[src/rtl/uart_receiver.sv]
// 8N1 UART receiver: 16x oversampled, mid-bit sampling, 32-entry FWFT byte FIFO.
// Framing errors and FIFO overruns are reported as single-cycle pulses.
module uart_receiver #(
   parameter int CLOCK_HZ = 1_843_200
) (
   input  logic       clock_i,
   input  logic       reset_i,
   input  logic       uart_rx_i,
   input  logic [1:0] baudrate_select_i,
   input  logic [5:0] data_buffer_avail_tresh_i,
   input  logic       data_read_i,
   output logic [7:0] data_o,
   output logic       data_buffer_empty_o,
   output logic       data_buffer_avail_o,
   output logic [5:0] data_count_o,
   output logic       frame_error_o,
   output logic       overrun_o
);

   localparam int DIV0 = CLOCK_HZ / (16 * 9600);
   localparam int DIV1 = CLOCK_HZ / (16 * 19200);
   localparam int DIV2 = CLOCK_HZ / (16 * 57600);
   localparam int DIV3 = CLOCK_HZ / (16 * 115200);
   localparam int CW   = (DIV0 > 1) ? $clog2(DIV0 + 1) : 1;

   typedef enum logic [2:0] {S_IDLE, S_START, S_DATA, S_STOP, S_BREAK} state_t;

   logic          sync1_q, sync2_q, rx_prev_q, rx_s;
   state_t        state_q, state_d;
   logic [CW-1:0] tick_cnt_q, tick_cnt_d, div_m1;
   logic [1:0]    baud_q, baud_d;
   logic [3:0]    scnt_q, scnt_d;
   logic [2:0]    bit_q, bit_d;
   logic [7:0]    shift_q, shift_d;
   logic [4:0]    wr_ptr_q, wr_ptr_d, rd_ptr_q, rd_ptr_d;
   logic [5:0]    count_q, count_d;
   logic          frame_error_q, frame_error_d;
   logic          overrun_q, overrun_d;
   logic          tick, push, pop, wr_en;
   logic [7:0]    mem_q [32];

   assign rx_s = sync2_q;

   always_comb begin
      case (baud_q)
         2'd0:    div_m1 = CW'(DIV0 - 1);
         2'd1:    div_m1 = CW'(DIV1 - 1);
         2'd2:    div_m1 = CW'(DIV2 - 1);
         default: div_m1 = CW'(DIV3 - 1);
      endcase
   end

   assign tick = (tick_cnt_q == div_m1);

   always_comb begin
      state_d       = state_q;
      tick_cnt_d    = tick ? '0 : tick_cnt_q + CW'(1);
      baud_d        = baud_q;
      scnt_d        = scnt_q;
      bit_d         = bit_q;
      shift_d       = shift_q;
      push          = 1'b0;
      frame_error_d = 1'b0;
      case (state_q)
         S_IDLE: begin
            if (!rx_s && rx_prev_q) begin
               state_d    = S_START;
               tick_cnt_d = '0;
               scnt_d     = '0;
               baud_d     = baudrate_select_i;
            end
         end
         S_START: begin
            if (tick) begin
               scnt_d = scnt_q + 4'd1;
               if (scnt_q == 4'd7) begin
                  // a start bit that is high again at mid-bit was a glitch
                  scnt_d  = '0;
                  bit_d   = '0;
                  state_d = rx_s ? S_IDLE : S_DATA;
               end
            end
         end
         S_DATA: begin
            if (tick) begin
               scnt_d = scnt_q + 4'd1;
               if (scnt_q == 4'd15) begin
                  shift_d = {rx_s, shift_q[7:1]};
                  bit_d   = bit_q + 3'd1;
                  if (bit_q == 3'd7) state_d = S_STOP;
               end
            end
         end
         S_STOP: begin
            if (tick) begin
               scnt_d = scnt_q + 4'd1;
               if (scnt_q == 4'd15) begin
                  if (rx_s) begin
                     push    = 1'b1;
                     state_d = S_IDLE;
                  end else begin
                     frame_error_d = 1'b1;
                     state_d       = S_BREAK;
                  end
               end
            end
         end
         S_BREAK: if (rx_s) state_d = S_IDLE;
         default: state_d = S_IDLE;
      endcase
   end

   // A full FIFO still accepts a byte when the head is popped in the same cycle.
   always_comb begin
      pop       = data_read_i && (count_q != 6'd0);
      wr_en     = push && ((count_q != 6'd32) || pop);
      overrun_d = push && (count_q == 6'd32) && !pop;
      wr_ptr_d  = wr_en ? wr_ptr_q + 5'd1 : wr_ptr_q;
      rd_ptr_d  = pop ? rd_ptr_q + 5'd1 : rd_ptr_q;
      count_d   = count_q;
      if (wr_en && !pop)      count_d = count_q + 6'd1;
      else if (!wr_en && pop) count_d = count_q - 6'd1;
   end

   always_ff @(posedge clock_i or posedge reset_i) begin
      if (reset_i) begin
         sync1_q       <= 1'b1;
         sync2_q       <= 1'b1;
         rx_prev_q     <= 1'b1;
         state_q       <= S_IDLE;
         tick_cnt_q    <= '0;
         baud_q        <= '0;
         scnt_q        <= '0;
         bit_q         <= '0;
         shift_q       <= '0;
         wr_ptr_q      <= '0;
         rd_ptr_q      <= '0;
         count_q       <= '0;
         frame_error_q <= 1'b0;
         overrun_q     <= 1'b0;
      end else begin
         sync1_q       <= uart_rx_i;
         sync2_q       <= sync1_q;
         rx_prev_q     <= rx_s;
         state_q       <= state_d;
         tick_cnt_q    <= tick_cnt_d;
         baud_q        <= baud_d;
         scnt_q        <= scnt_d;
         bit_q         <= bit_d;
         shift_q       <= shift_d;
         wr_ptr_q      <= wr_ptr_d;
         rd_ptr_q      <= rd_ptr_d;
         count_q       <= count_d;
         frame_error_q <= frame_error_d;
         overrun_q     <= overrun_d;
      end
   end

   always_ff @(posedge clock_i) begin
      if (wr_en) mem_q[wr_ptr_q] <= shift_q;
   end

   assign data_buffer_empty_o = (count_q == 6'd0);
   assign data_o              = data_buffer_empty_o ? 8'h00 : mem_q[rd_ptr_q];
   assign data_buffer_avail_o = (count_q >= data_buffer_avail_tresh_i);
   assign data_count_o        = count_q;
   assign frame_error_o       = frame_error_q;
   assign overrun_o           = overrun_q;

endmodule

[config.mk]
export PLATFORM = sky130hd
export DESIGN_NAME = uart_receiver
export DESIGN_NICKNAME = d
export VERILOG_FILES = /design/src/rtl/uart_receiver.sv
export SDC_FILE = /design/constraint.sdc
export NUM_CORES = 1
export LEC_CHECK = 0
export ABC_AREA = 1
export CORE_UTILIZATION = 50
export CTS_BUF_LIST = sky130_fd_sc_hd__clkbuf_8
export CTS_CLUSTER_SIZE = 24
export DETAILED_ROUTE_END_ITERATION = 10
export MAX_ROUTING_LAYER = met4
export PLACE_DENSITY = 0.66
export SYNTH_ARGS = -nofsm -noshare
export SYNTH_HDL_FRONTEND = slang
export SYNTH_SLANG_ARGS = --single-unit
[constraint.sdc]
create_clock -name clock_i -period 3.4 [get_ports clock_i]
set_input_delay 0.68 -clock clock_i [delete_from_list [all_inputs] [get_ports clock_i]]
set_output_delay 0.68 -clock clock_i [all_outputs]
set_load 0.1 [all_outputs]
# ---- After elaboration in Yosys (flattened, before gate mapping)
# Memory sizes are Yosys's and may differ from the RTL's.
# Index checks and enable logic that the tools add are counted.
dict set report totals {
  regBits 45
  mem_bits_rw 256
  in_bits 12
  out_inout_bits 18
  elab_cells 108
  mem_count 1
}
# name words word_bits rd rd_clocked_by_memory_dff wr line
set mem_list {}
lappend mem_list {mem_q 32 8 1 0 1 40} ;# logic [7:0] mem_q [32];
dict set report classes {
  n_addsub 7
  order_cmp 1
  eq_ne 22
  n_mux 39
  reduce_logical 24
}
# cell n
set ops {}
lappend ops {{2-to-1 mux 3 bit} 14}
lappend ops {{2-to-1 mux 4 bit} 7}
lappend ops {{case mux 4 bit (3 select lines)} 2}
lappend ops {{inequality test 2 bit, second input constant} 9}
lappend ops {{case mux 3 bit (5 select lines)} 1}
lappend ops {{2-to-1 mux 6 bit} 2}
lappend ops {{adder 5 x 1 -> 5 bit, second input constant} 2}
lappend ops {{2-to-1 mux 1 bit} 10}
lappend ops {{AND reduction 9 bit} 1}
lappend ops {{adder 4 x 1 -> 4 bit, second input constant} 2}
lappend ops {{2-to-1 mux 8 bit} 1}
lappend ops {{logical AND 1 bit} 7}
lappend ops {{adder 6 x 1 -> 6 bit, second input constant} 1}
lappend ops {{equality test 3 x 2 -> 1 bit, second input constant} 2}
lappend ops {{equality test 3 bit, second input constant} 2}
lappend ops {{equality test 6 bit, second input constant} 1}
lappend ops {{greater-or-equal comparator 6 bit} 1}
lappend ops {{logical NOT 6 bit} 1}
lappend ops {{inequality test 6 bit, second input constant} 1}
lappend ops {{case mux 3 bit (2 select lines)} 1}
lappend ops {{nonzero test 6 bit} 1}
lappend ops {{subtractor 6 x 1 -> 6 bit, second input constant} 1}
lappend ops {{AND reduction 5 bit} 1}
lappend ops {{equality test 4 x 3 -> 1 bit, second input constant} 1}
lappend ops {{other kinds (18)} 21}

# ---- Depth between registers and ports, before layout
dict set report depth {
  depth_word 10
  ltp_mapped 19
}

# ---- Worst setup path before layout
# No wires, ideal clock.
dict set report synth_path {
  path_kind {reg2out}
  startpoint {reg count_q[5], in the netlist data_count_o[5]}
  endpoint {out data_buffer_avail_o}
  arrival_ns 2.858
  required_ns 2.720
  setup_slack_ns -0.138
  stages_incl_launch_ff 4
  path_buffers 0
  path_cell_list {dfrtp_1 -> ha_1 -> nand2_1 -> o2111ai_1}
}
dict set report synth_between {
  elab_chain_len 1
}
# item line
set synth_rtl {}
lappend synth_rtl {{start: declaration} 36} ;# logic [5:0] count_q, count_d;
lappend synth_rtl {{start signal: assignment} 153} ;# count_q <= count_d;
lappend synth_rtl {{greater-or-equal comparator 6 bit} 165} ;# assign data_buffer_avail_o = (count_q >= data_buffer_avail_tresh_i);
lappend synth_rtl {{end: declaration} 14} ;# output logic data_buffer_avail_o,
# Every way passes these cells.

# ---- Worst setup path in the final report
dict set report layout_path {
  startpoint {reg rd_ptr_q[0]}
  endpoint {out data_o[2]}
}
dict set report layout_between {
  elab_chain_len 2
}
# item line
set layout_rtl {}
lappend layout_rtl {{start: declaration} 35} ;# logic [4:0] wr_ptr_q, wr_ptr_d, rd_ptr_q, rd_ptr_d;
lappend layout_rtl {{start signal: assignment} 152} ;# rd_ptr_q <= rd_ptr_d;
lappend layout_rtl {{memory read (32 x 8 bit)} n/a}
lappend layout_rtl {{2-to-1 mux 8 bit} 164} ;# assign data_o = data_buffer_empty_o ? 8'h00 : mem_q[rd_ptr_q];
lappend layout_rtl {{end: declaration} 12} ;# output logic [7:0] data_o,
# Every way passes these cells.

==> results.cfg <==
[clock_network]
path_clk_slew_ns = 0.06
cts_sinks = 301
tritoncts = yes
htreeDepth = 2
cts_root_buffer = clkbuf_8
clock_path_buffers = 3
clk_latency_ns = 0.57
cts_buffers = 48

[detailed_routing]
drtAntennaViolNets = 0
vias_per_cell = 5.412
drc = 0
drtIter0Drc = 810
drtPass1Iterations = 5
wl_per_cell_microns = 18.53
via_count = 8816
routed_wl_microns = 30190

[sta]
hold_viol = 0
rsz0062_at_grt = no
tns_ns = 0
tightest_slew_ns = 1.320
skew_ns = 0.02176
fmax_mhz = 306.7
setup_viol = 0
fin_crit_sh = 0.9588
fin_crit_ns = 3.260
relSlewSlack = 0.1201
slew_violations = 0

[power_and_ir_drop]
ir_drop_uv = 1799
netSwitchingFraction = 0.4232
clock_power_share = 0.225
power_frac_seq = 0.338
p_switching_uw = 5359
powerDensity_mw_per_mm2 = 849.3
combPwrFrac = 0.437
p_leak_uw = 0.006172
p_int_uw = 7305

[synthesis]
yosysWarningCount = 0
async_flop_share = 0.1495
synth_cell_types = 38
yosysTopAreaCell = edfxtp_1
synth_area_sq_mm = 0.01301
synthTopCellsByArea = edfxtp_1 59%, dfrtp_1 8.1%, nor2_1 6.9%
ys_seq_elements = 301
synth_seq_area_share = 0.6775
synth_top_area_frac = 0.5907
synth_edf_count = 256
syn_inst = 1193
ys.flop_type = edfxtp_1
syn_nets = 1226
avgSynthCellArea_sq_um = 10.91

[worst_hold_path]
hp-class = reg2reg

[place]
dp.final_hpwl_microns = 18070
io_buffers = 29
globalplace.congestion = 0.8891

[critical_path]
cp.arrival_ns = 2.58
cp-start-kind = flop
worst_setup_path_end_kind = output pin
cp.required_ns = 2.72
critPathKind = reg2out
worstPathMaxFanout = 31

[global_route]
grt_pass1_vias = 8570
grt_pass1_wl_microns = 47510
grt_max_degree = 90
grt-ovfl-total = 0
antenna_found_initial = 0
grt.total_usage = 0.2423

[floorplan]
coreArea_sq_mm = 0.02533
pin_count = 30
die-height_microns = 163.3
die_x_microns = 163.3
initial_core_util = 0.5138
rows = 58
fp.dieArea_sq_mm = 0.02668

[layout]
fin_nets = 1295
seq_area_sq_mm = 0.008822
area_growth_syn_to_layout_pct = 14.57
multi_input_area_sq_mm = 0.003745
fillerInstances = 2086
fin_util = 0.5887
diodes = 0
drive_gt1_frac = 0.1247

[flow_run]
cap_violations = 0

[outcome]
status = completed
## flip-flops by register name, indices dropped and copies added, names as in the netlist
register / cells
mem_q: 256
shift_q: 8
data_count_o: 6
rd_ptr_q: 5
wr_ptr_q: 5
scnt_q: 4
tick_cnt_q: 4
bit_q: 3
state_q: 3
baud_q: 2
frame_error_o: 1
overrun_o: 1
rx_prev_q: 1
rx_s: 1
sync1_q: 1
## routing by layer
layer	vias to the layer above	GRT usage	share of wire	wire [microns]
met5	-	-	0	0
met4	0	0.08539	0.030	891
met3	64	0.04088	0.062	1869
met2	280	0.3713	0.47	14300
met1	4231	0.3274	0.43	13130
li1	4241	-	-	-
## cell families after synthesis
family / synth area share
buffers and inverters: 0.03702
xor gates and xnor gates: 0.008076
AOI/OAI and AO/OA: 0.06605
adders and majority gates: 0.02077
DFF: 0.6775
and+or+nand+nor: 0.1906
## cells in the final DEF, fill, tap and decap left out, types with 3 or more instances in the layout
cell type          n
o21ai_0          103
nand2_2            3
xor2_1            10
edfxtp_1         256
dfstp_2            3
o211ai_1          17
a21oi_1           13
nor2_2            13
nand3_4            5
dfrtp_1           40
nand3_1          104
ha_1              20
clkbuf_8          55
inv_1             73
clkinv_1           9
o21ai_1           13
inv_2              6
nand2_1          214
nor3_1             5
buf_4             44
o22ai_1            9
clkdlybuf4s50_1   12
nor2_1           231
buf_12            12
## worst max-delay path: stages, from the launching register on
cell and delay, ns:
dfrtp_4 0.54, inv_4 0.18, buf_16 0.20, nor2_1 0.06, o22ai_1 0.20, nor2_1 0.06
nor2_1 0.24, nor2_1 0.09, nor2_2 0.22, buf_12 0.21
## synthesized netlist by cell type (2+ instances only)
cell type  count
o21ai_1       12
inv_2          7
nor2_1       239
ha_1          20
a21oi_1       14
clkinv_1       5
buf_4          6
inv_1         50
nor2_2         5
dfrtp_1       42
clkbuf_1      26
nand2_2        3
xor2_1        10
o22ai_1        9
o21ai_0      104
buf_1          3
buf_2         18
xnor2_1        2
o211ai_1      17
nand3_4        5
nand2_1      214
nor3_1         5
nand4_1        2
nand3_1      104
dfstp_2        3
edfxtp_1     256
## power groups by stage
stage	Clock [uW]	Sequential (uW)	Combinational (uW)
global placement	0	4370	5300
detailed placement	0	4370	5370
finish	2850	4280	5530
global route	3080	4300	6020
floorplan	0	4520	3570
CTS	2910	4300	5380
## cell type report
cell class	instances	share of cell area
repair buffers	72	0.05337
flip-flops and latches	301	0.5917
well taps	330	0.02769
inverters	63	0.01678
clock buffers	55	0.05077
clock inverters	32	0.008476
multi-input cells	776	0.2512
## metrics by stage
step | area, sq um | setup slack, ns | power, uW | std cells | hold slack (ns)
after floorplan | 13040 | 0.2321 | 8087 | 1193 | 0.3452
after global placement | 13940 | 0.5706 | 9670 | 1539 | 0.3458
after detailed placement | 13940 | 0.5361 | 9736 | 1539 | 0.3515
after CTS | 14820 | 0.004416 | 12580 | 1626 | 0.3603
after global routing | 14910 | 0.02214 | 13390 | 1629 | 0.3673
final | 14910 | 0.1400 | 12660 | 1629 | 0.3629
## repair_timing
action	CTS	global route
hold buffers	0	0
setup endpoints to repair	0	8
resized for setup	0	9
setup buffers	0	1
## worst paths after layout
kind                       cells after the start  slack (ns)              end        start
hold / removal                                 0        0.36             rx_s      sync1_q
setup reg to reg                              17        0.57  data_count_o[4]    scnt_q[0]
min in group asynchronous                      2        0.57      wr_ptr_q[3]      reset_i
max in group asynchronous                      3        2.09        rx_prev_q      reset_i
hold reg to reg                                0        0.36             rx_s      sync1_q
setup / recovery                               9        0.14        data_o[2]  rd_ptr_q[0]
Note: power is estimated with default switching activity, not from simulation.
